===== config.mk =====
export PLATFORM = sky130hd
export DESIGN_NAME = mips_multicycle_ctrl_flat
export DESIGN_NICKNAME = d
export VERILOG_FILES = /design/src/rtl/mips_multicycle_ctrl_if.sv /design/src/rtl/mips_multicycle_ctrl.sv /design/src/flat_wrapper.sv
export SDC_FILE = /design/constraint.sdc
export NUM_CORES = 1
export LEC_CHECK = 0
export CAP_MARGIN = 25
export CELL_PAD_IN_SITES_DETAIL_PLACEMENT = 0
export CELL_PAD_IN_SITES_GLOBAL_PLACEMENT = 1
export CORE_MARGIN = 8
export CORE_UTILIZATION = 33
export CTS_CLUSTER_SIZE = 12
export DETAILED_ROUTE_END_ITERATION = 10
export PLACE_DENSITY_LB_ADDON = 0.1
export SLEW_MARGIN = 20
export SYNTH_ARGS = -nofsm -noshare
export SYNTH_HDL_FRONTEND = slang
export SYNTH_SLANG_ARGS = --single-unit

===== constraint.sdc =====
create_clock -name clk -period 2.72 [get_ports clk]
set_input_delay 0.544 -clock clk [delete_from_list [all_inputs] [get_ports clk]]
set_output_delay 0.544 -clock clk [all_outputs]
set_load 0.01 [all_outputs]

===== src/rtl/mips_multicycle_ctrl_if.sv =====
// Control bundle between the multicycle main control FSM (master) and the
// datapath / memory side (slave).
interface mips_multicycle_ctrl_if;
  logic [5:0] opcode;
  logic       zero;
  logic       mem_ready;
  logic       pc_en;
  logic       ir_write;
  logic       mem_write;
  logic       reg_write;
  logic       iord;
  logic       mem_to_reg;
  logic       reg_dst;
  logic       alu_src_a;
  logic [1:0] alu_src_b;
  logic [1:0] pc_src;
  logic [1:0] alu_op;
  logic       mem_err;

  modport master (
    input  opcode, zero, mem_ready,
    output pc_en, ir_write, mem_write, reg_write, iord, mem_to_reg, reg_dst,
           alu_src_a, alu_src_b, pc_src, alu_op, mem_err
  );

  modport slave (
    output opcode, zero, mem_ready,
    input  pc_en, ir_write, mem_write, reg_write, iord, mem_to_reg, reg_dst,
           alu_src_a, alu_src_b, pc_src, alu_op, mem_err
  );
endinterface


===== src/rtl/mips_multicycle_ctrl.sv =====
// Multicycle MIPS32 main control FSM with memory-wait timeout.
// Define ADDI_EN to add the ADDIEX/ADDIWB path for opcode 001000.
module mips_multicycle_ctrl #(
  parameter int MEM_TIMEOUT = 16,
  parameter int STATE_W     = 4
) (
  input  logic                  clk,
  input  logic                  reset,
  mips_multicycle_ctrl_if.master bus,
  output logic [STATE_W-1:0]    state
);
  localparam int CNT_W = (MEM_TIMEOUT > 2) ? $clog2(MEM_TIMEOUT) : 1;
  localparam logic [CNT_W-1:0] CNT_LAST = CNT_W'((MEM_TIMEOUT > 0) ? MEM_TIMEOUT - 1 : 0);

  localparam logic [5:0] OP_RTYPE = 6'b000000;
  localparam logic [5:0] OP_J     = 6'b000010;
  localparam logic [5:0] OP_BEQ   = 6'b000100;
  localparam logic [5:0] OP_LW    = 6'b100011;
  localparam logic [5:0] OP_SW    = 6'b101011;
`ifdef ADDI_EN
  localparam logic [5:0] OP_ADDI  = 6'b001000;
`endif

  typedef enum logic [STATE_W-1:0] {
    FETCH   = STATE_W'(0),
    DECODE  = STATE_W'(1),
    MEMADR  = STATE_W'(2),
    MEMRD   = STATE_W'(3),
    MEMWB   = STATE_W'(4),
    MEMWR   = STATE_W'(5),
    EXECUTE = STATE_W'(6),
    ALUWB   = STATE_W'(7),
    BEQ     = STATE_W'(8),
`ifdef ADDI_EN
    ADDIEX  = STATE_W'(9),
    ADDIWB  = STATE_W'(10),
`endif
    JUMP    = STATE_W'(11)
  } state_t;

  state_t           state_reg, state_next;
  logic [CNT_W-1:0] wait_cnt_reg;
  logic             err_reg;
  logic             ready, wait_state, timeout_hit;
  logic             pc_write, branch;

  // The abort cycle after a timeout never accepts mem_ready, so nothing is written.
  always_comb begin
    ready       = bus.mem_ready & ~err_reg;
    wait_state  = (state_reg == FETCH) || (state_reg == MEMRD) || (state_reg == MEMWR);
    timeout_hit = (MEM_TIMEOUT != 0) && wait_state && !bus.mem_ready && !err_reg &&
                  (wait_cnt_reg == CNT_LAST);
  end

  always_comb begin
    state_next = FETCH;
    case (state_reg)
      FETCH:   state_next = ready ? DECODE : FETCH;
      DECODE: begin
        case (bus.opcode)
          OP_LW, OP_SW: state_next = MEMADR;
          OP_RTYPE:     state_next = EXECUTE;
          OP_BEQ:       state_next = BEQ;
          OP_J:         state_next = JUMP;
`ifdef ADDI_EN
          OP_ADDI:      state_next = ADDIEX;
`else
          // 001000 is an unknown opcode here and drops back to FETCH
`endif
          default:      state_next = FETCH;
        endcase
      end
      MEMADR: begin
        if (bus.opcode == OP_LW)      state_next = MEMRD;
        else if (bus.opcode == OP_SW) state_next = MEMWR;
        else                          state_next = FETCH;
      end
      MEMRD:   state_next = ready ? MEMWB : MEMRD;
      MEMWB:   state_next = FETCH;
      MEMWR:   state_next = ready ? FETCH : MEMWR;
      EXECUTE: state_next = ALUWB;
      ALUWB:   state_next = FETCH;
      BEQ:     state_next = FETCH;
`ifdef ADDI_EN
      ADDIEX:  state_next = ADDIWB;
      ADDIWB:  state_next = FETCH;
`endif
      JUMP:    state_next = FETCH;
      default: state_next = FETCH;
    endcase
    if (timeout_hit) state_next = FETCH;
  end

  always_comb begin
    pc_write       = 1'b0;
    branch         = 1'b0;
    bus.ir_write   = 1'b0;
    bus.mem_write  = 1'b0;
    bus.reg_write  = 1'b0;
    bus.iord       = 1'b0;
    bus.mem_to_reg = 1'b0;
    bus.reg_dst    = 1'b0;
    bus.alu_src_a  = 1'b0;
    bus.alu_src_b  = 2'b00;
    bus.pc_src     = 2'b00;
    case (state_reg)
      FETCH: begin
        bus.alu_src_b = 2'b01;
        bus.ir_write  = ready;
        pc_write      = ready;
      end
      DECODE:  bus.alu_src_b = 2'b11;
      MEMADR: begin
        bus.alu_src_a = 1'b1;
        bus.alu_src_b = 2'b10;
      end
      MEMRD:   bus.iord = 1'b1;
      MEMWB: begin
        bus.mem_to_reg = 1'b1;
        bus.reg_write  = 1'b1;
      end
      MEMWR: begin
        bus.iord      = 1'b1;
        bus.mem_write = 1'b1;
      end
      EXECUTE: bus.alu_src_a = 1'b1;
      ALUWB: begin
        bus.reg_dst   = 1'b1;
        bus.reg_write = 1'b1;
      end
      BEQ: begin
        bus.alu_src_a = 1'b1;
        bus.pc_src    = 2'b01;
        branch        = 1'b1;
      end
`ifdef ADDI_EN
      ADDIEX: begin
        bus.alu_src_a = 1'b1;
        bus.alu_src_b = 2'b10;
      end
      ADDIWB:  bus.reg_write = 1'b1;
`endif
      JUMP: begin
        bus.pc_src = 2'b10;
        pc_write   = 1'b1;
      end
      default: ;
    endcase

    bus.pc_en   = pc_write | (branch & bus.zero);
    bus.mem_err = err_reg;
    // ALU control registers alu_op, so it is decoded one state ahead.
    case (state_next)
      EXECUTE: bus.alu_op = 2'b10;
      BEQ:     bus.alu_op = 2'b01;
      default: bus.alu_op = 2'b00;
    endcase
    state = state_reg;

    if (reset) begin
      bus.pc_en      = 1'b0;
      bus.ir_write   = 1'b0;
      bus.mem_write  = 1'b0;
      bus.reg_write  = 1'b0;
      bus.iord       = 1'b0;
      bus.mem_to_reg = 1'b0;
      bus.reg_dst    = 1'b0;
      bus.alu_src_a  = 1'b0;
      bus.alu_src_b  = 2'b00;
      bus.pc_src     = 2'b00;
      bus.alu_op     = 2'b00;
      bus.mem_err    = 1'b0;
      state          = '0;
    end
  end

  always_ff @(posedge clk) begin
    if (reset) begin
      state_reg    <= FETCH;
      wait_cnt_reg <= '0;
      err_reg      <= 1'b0;
    end else begin
      state_reg <= state_next;
      err_reg   <= timeout_hit;
      if (timeout_hit || err_reg || (state_next != state_reg))
        wait_cnt_reg <= '0;
      else if (wait_state && !bus.mem_ready)
        wait_cnt_reg <= wait_cnt_reg + 1'b1;
    end
  end
endmodule


===== src/flat_wrapper.sv =====
// flat-port wrapper written by rule: the top's interface ports become plain ports
module mips_multicycle_ctrl_flat 
#(
  parameter int MEM_TIMEOUT = 16,
  parameter int STATE_W     = 4
)
  (clk, reset, state, bus_opcode, bus_zero, bus_mem_ready, bus_pc_en, bus_ir_write, bus_mem_write, bus_reg_write, bus_iord, bus_mem_to_reg, bus_reg_dst, bus_alu_src_a, bus_alu_src_b, bus_pc_src, bus_alu_op, bus_mem_err);
  mips_multicycle_ctrl_if bus_i ();
  input  logic clk;
  input  logic reset;
  output logic [STATE_W-1:0] state;
  input wire logic [$bits(bus_i.opcode)-1:0] bus_opcode;
  input wire logic [$bits(bus_i.zero)-1:0] bus_zero;
  input wire logic [$bits(bus_i.mem_ready)-1:0] bus_mem_ready;
  output wire logic [$bits(bus_i.pc_en)-1:0] bus_pc_en;
  output wire logic [$bits(bus_i.ir_write)-1:0] bus_ir_write;
  output wire logic [$bits(bus_i.mem_write)-1:0] bus_mem_write;
  output wire logic [$bits(bus_i.reg_write)-1:0] bus_reg_write;
  output wire logic [$bits(bus_i.iord)-1:0] bus_iord;
  output wire logic [$bits(bus_i.mem_to_reg)-1:0] bus_mem_to_reg;
  output wire logic [$bits(bus_i.reg_dst)-1:0] bus_reg_dst;
  output wire logic [$bits(bus_i.alu_src_a)-1:0] bus_alu_src_a;
  output wire logic [$bits(bus_i.alu_src_b)-1:0] bus_alu_src_b;
  output wire logic [$bits(bus_i.pc_src)-1:0] bus_pc_src;
  output wire logic [$bits(bus_i.alu_op)-1:0] bus_alu_op;
  output wire logic [$bits(bus_i.mem_err)-1:0] bus_mem_err;
  assign bus_i.opcode = bus_opcode;
  assign bus_i.zero = bus_zero;
  assign bus_i.mem_ready = bus_mem_ready;
  assign bus_pc_en = bus_i.pc_en;
  assign bus_ir_write = bus_i.ir_write;
  assign bus_mem_write = bus_i.mem_write;
  assign bus_reg_write = bus_i.reg_write;
  assign bus_iord = bus_i.iord;
  assign bus_mem_to_reg = bus_i.mem_to_reg;
  assign bus_reg_dst = bus_i.reg_dst;
  assign bus_alu_src_a = bus_i.alu_src_a;
  assign bus_alu_src_b = bus_i.alu_src_b;
  assign bus_pc_src = bus_i.pc_src;
  assign bus_alu_op = bus_i.alu_op;
  assign bus_mem_err = bus_i.mem_err;
  mips_multicycle_ctrl #(.MEM_TIMEOUT(MEM_TIMEOUT), .STATE_W(STATE_W)) u_core (.clk(clk), .reset(reset), .bus(bus_i), .state(state));
endmodule

==> results.cfg, run 1 <==
[yosys]
syn_avg_cell_area_sq_um = 7.78
dominantRegCellSynth = dfxtp_1
synth_edf_count = 0
yosys_warnings = 0
ys_ff_latch = 9
syn-cell-area_sq_um = 926
ys_types = 46
yosysSeqAreaShare_pct = 19.5
synth_async_sr_flop_share_pct = 0
syn_inst = 119
syn_nets = 130

[clock_tree]
clockBufferDepth = 2
clk_latency_ns = 0.27
cts_sinks = 9
root_buffer = clkbuf_4
htree_levels = 1
cts_buffers = 3
holdBufCountCts = 0
path_clk_slew_ns = 0.06
cts_tree = built

[timing]
final.min_clock_period_ns = 2.65
min_period_over_period_pct = 97.2
fmax_ghz = 0.378
setup-tns-final_ns = 0
slew_headroom_pct = 77.1
fin_ws_ns = 0.0749
setup_viol = 0
fin_skew_ns = 0.00825
rsz0062_at_grt = yes
slew_viol_final = 0
tightestPinTransition_ns = 0.339
hold_viol_final = 0

[place]
hpwl_um = 2490
dpl_worst_slack_ns = -0.610
port-buffer-count = 28
place_area_sq_um = 1440
gp_congestion = 0.908

[power_and_ir_drop]
p_leak_nw = 0.741
p_sw_share_pct = 29.5
clkPwrFrac_pct = 30.4
ir_drop_v = 0.000194
p_per_area_nw_per_um2 = 223
p_sw_mw = 0.102
p_int_mw = 0.245
seqPwrFrac_pct = 39.9
p_comb_share_pct = 29.7
p_total_mw = 0.347

[setup_path]
crit_path_end_kind = output pin
required_ns = 2.18
crit_type = in -> out
crit_fanout = 3
start_kind = input port
worstPathArrival_ns = 2.10

[cells_and_area]
area_growth_pct = 68.2
insertedDiodeCount = 0
final_area_sq_um = 1560
drive_gt1_share_pct = 35.2
fin_nets = 194
final_cell_mix = 38 x buf_4, 15 x clkdlybuf4s50_1, 11 x nor3_1
fillers = 270
final_common_cell = buf_4

[global_route]
grt_first_pass_wirelength_um = 5550
antenna_found_initial = 0
first_global_vias = 1159
grtUsageTotal_pct = 15.5
grt_start_max_net_pins = 16
grt_overflow_total = 0

[floorplanning]
die_y_um = 69.0
rows = 19
core_area_sq_um = 2710
initial_core_util_pct = 34.2
chipWidth_um = 69.0
ios = 29
fp.dieArea_sq_um = 4760

[route]
vias = 1125
initialDrtViolationCount = 38
wl_um = 3350
drt-wirelength-per-cell_um = 15.7
top_layer_used = met4
drcViolationCount = 0
vias_per_cell = 5.28
ant_nets = 0
wl_met2_um = 1540
met1_length_um = 1430
drtPass1Iterations = 4
wl_met3_um = 307

[outcome]
status = finished clean

[hold_path]
min_path_type = reg -> reg

[flow_run]
maxCapViolCount = 0
## cell type report
| class | instances | area [sq um] | area share [%] |
|---|---|---|---|
| multi-input cells | 100 | 731 | 46.9 |
| clock inverters | 1 | 5.00 | 0.321 |
| well taps | 31 | 38.8 | 2.49 |
| flip-flops and latches | 9 | 183 | 11.7 |
| inverters | 3 | 11.3 | 0.723 |
| clock buffers | 3 | 22.5 | 1.45 |
| repair buffers | 66 | 567 | 36.4 |
## layer usage
metal / track usage, % / vias to the layer above
met5: 0 / -
met4: 6.02 / 0
met3: 7.27 / 10
met2: 24.9 / 35
met1: 17.6 / 513
li1: - / 567
## worst max-delay path: stages
cell and delay [ns]:
clkdlybuf4s15_1 0.19, or4b_4 0.58, nor3_4 0.15, a32oi_2 0.08
o21a_1 0.13, nor3_2 0.13, and3_1 0.16, buf_2 0.13
## power groups by stage
stage                     clock [mW]  combinational (mW)  sequential, mW
after CTS                      0.108               0.103           0.138
after global routing           0.114               0.112           0.139
after floorplan                    0              0.0503           0.140
after detailed placement           0               0.102           0.141
final                          0.106               0.103           0.138
after global placement             0               0.101           0.141
## cells in the mapped netlist (all sizes together), types with 4 or more instances
library cell	number	area share (%)
o21ai	5	2.7
a211o	4	4.7
nor2b	8	5.4
dfxtp	9	19
nor2	7	2.8
and3	4	2.7
clkbuf	4	1.6
a21oi	5	2.7
nand2b	5	3.4
nor3	14	8.6
nand2	11	4.7
## path summary, 6_finish.rpt
kind | start | slack (ns) | cells past startpoint | to
setup / recovery | bus_opcode[0] | 0.07 | 8 | bus_alu_op[1]
hold / removal | u_core.wait_cnt_reg[1] | 0.56 | 2 | u_core.wait_cnt_reg[1]
setup reg to reg | u_core.state_reg[3] | 0.16 | 12 | u_core.wait_cnt_reg[3]
hold reg to reg | u_core.wait_cnt_reg[1] | 0.56 | 2 | u_core.wait_cnt_reg[1]
## logic make-up after synthesis
kind of cell / after synthesis / synth area share, %
xor gates and xnor gates: 5 / 4.73
muxes: 1 / 1.08
and+or+nand+nor: 69 / 46.6
DFF: 9 / 19.5
adders and majority gates: 1 / 1.35
buffers and inverters: 10 / 5.67
AOI/OAI and AO/OA: 24 / 21.1
## stage by stage
stage	std cells	utilization, %	hold slack, ns
global route	213	57.5	0.606
detailed placement	202	53.0	0.544
finish	213	57.5	0.557
CTS	213	56.6	0.556
floorplan	119	-	0.514
global placement	202	53.0	0.541
## timing repair
item | in CTS | in global routing
pin swaps | 6 | 5
buffers inserted | 7 | 0
setup endpoints to repair | 6 | 11
resized for setup | 21 | 9
Power figures use the tool's default switching activity.
==> run 2, diff against run 1 <==
--- a/config.mk
+++ b/config.mk
@@ -13,6 +13,7 @@
 export CTS_CLUSTER_SIZE = 12
 export DETAILED_ROUTE_END_ITERATION = 10
 export PLACE_DENSITY_LB_ADDON = 0.1
+export SETUP_SLACK_MARGIN = 0.3
 export SLEW_MARGIN = 20
 export SYNTH_ARGS = -nofsm -noshare
 export SYNTH_HDL_FRONTEND = slang
==> run 2 against run 1 <==
  * Power is 0.56% higher
  * Combinational power is 4% higher
  * Sequential cell count stayed put
  * Critical path type is now reg -> out
  * Cell count is 0.94% higher
  * Critical endpoint unchanged
  * Critical path depth stayed put
  * Non-clock buffer count is 2 higher
  * Worst setup slack better by 0.031 ns
  * Largest cell class unchanged
==> results.cfg, run 2 (synthesis results as in run 1) <==
[cells_and_area]
final_cell_mix = 33 x buf_4, 12 x dlygate4sd2_1, 11 x nor3_1
final_common_cell = buf_4
fin_util_pct = 60.1
insertedDiodeCount = 0
fin_nets = 196
area_growth_pct = 75.9
drive_gt1_share_pct = 42.4
layout.cells.non_filler = 215

[route]
drcViolationCount = 0
ant_nets = 0
initialDrtViolationCount = 42
drtPass1Iterations = 4
vias = 1120
vias_per_cell = 5.21
wl_um = 3370
drt-wirelength-per-cell_um = 15.7

[clock_tree]
cts_tree = built
clk_latency_ns = 0.27
holdBufCountCts = 0
root_buffer = clkbuf_4
cts_buffers = 3
path_clk_slew_ns = 0.07
cts_sinks = 9
htree_levels = 1
clockBufferDepth = 2

[place]
port-buffer-count = 28
gp_congestion = 0.908
hpwl_um = 2490
dp_cells = 202

[floorplanning]
fp.dieArea_sq_um = 4760
ios = 29
die_y_um = 69.0
initial_core_util_pct = 34.2
rows = 19
core_area_sq_um = 2710
chipWidth_um = 69.0

[power_and_ir_drop]
p_int_mw = 0.245
p_per_area_nw_per_um2 = 214
ir_drop_v = 0.000197
p_comb_share_pct = 30.7
p_sw_share_pct = 29.9
p_sw_mw = 0.104
p_leak_nw = 0.780
seqPwrFrac_pct = 39.0
clkPwrFrac_pct = 30.3

[outcome]
status = finished clean

[setup_path]
crit_fanout = 6
worstPathArrival_ns = 2.07
start_kind = flop
crit_type = reg -> out
crit_path_end_kind = output pin
required_ns = 2.18

[timing]
setup_viol = 0
whs_ns = 0.563
rsz0062_at_grt = yes
slew_headroom_pct = 77.9
min_period_over_period_pct = 96.1
tightestPinTransition_ns = 0.327
slew_viol_final = 0
final.min_clock_period_ns = 2.61
fin_skew_ns = 0.00848
fmax_ghz = 0.383
hold_viol_final = 0

[global_route]
grtUsageTotal_pct = 15.6
antenna_found_initial = 0
grt_first_pass_wirelength_um = 5560
grt_overflow_total = 0
first_global_vias = 1168
grt_start_max_net_pins = 16

[flow_run]
maxCapViolCount = 0

[hold_path]
min_path_type = reg -> reg
run 2: cell types whose count changed in the layout (fill, tap and decap cells not counted), sizes merged:
cell,previous run,this run
clkdlybuf4s15,4,0
clkdlybuf4s50,15,7
clkbuf,3,4
buf,39,45
dlygate4sd2,4,12
dlymetal6s2s,4,3
run 2: worst paths after layout:
kind | slack [ns] | startpoint | end | cells past startpoint
max | 0.11 | u_core.state_reg[0] | bus_alu_op[1] | 8
min | 0.56 | u_core.wait_cnt_reg[1] | u_core.wait_cnt_reg[1] | 2
max reg2reg | 0.19 | u_core.state_reg[3] | u_core.wait_cnt_reg[3] | 13
min reg2reg | 0.56 | u_core.wait_cnt_reg[1] | u_core.wait_cnt_reg[1] | 2
run 2: worst max-delay path: stages, from the launching register on:
cell	delay [ns]
dfxtp_4	0.37
buf_4	0.16
nand2b_4	0.14
and3_4	0.18
a211o_4	0.32
buf_4	0.15
nor3_4	0.17
and3_1	0.18
buf_2	0.13
run 2: cell type report:
cell class	count	area, sq um
fill	255	1080
clock buffer	3	22.5
timing repair buffer	68	582
clock inverter	1	5.00
multi-input combinational	100	778
inverter	3	11.3
sequential	9	191
tap	31	38.8
run 2: routing by layer:
metal	up-vias	track usage, %	routed length [um]
li1	570	-	-
met1	517	17.9	1500
met2	27	25.5	1570
met5	-	0	0
met3	6	6.62	249
met4	0	5.01	54
run 2: through the flow:
step                      setup WS, ns  instance area, sq um  power, mW  setup TNS [ns]
final                            0.106                  1630      0.349               0
after global routing            0.0314                  1630      0.367               0
after CTS                        0.101                  1560      0.349               0
after detailed placement        -0.610                  1440      0.243           -1.28
after global placement          -0.535                  1440      0.242           -1.18
after floorplan                  0.355                   926      0.190               0
run 2: repair_timing:
action / CTS / global route
gates resized for setup: 52 / 16
pin swaps: 13 / 7
setup buffers: 8 / 1
endpoints found under the setup margin: 21 / 9
run 2: power by group through the flow:
stage                     sequential (mW)  clock (mW)  combinational [mW]
after floorplan                     0.140           0              0.0503
after global placement              0.141           0               0.101
after detailed placement            0.141           0               0.102
after CTS                           0.137       0.108               0.104
after global routing                0.137       0.114               0.116
final                               0.136       0.106               0.107
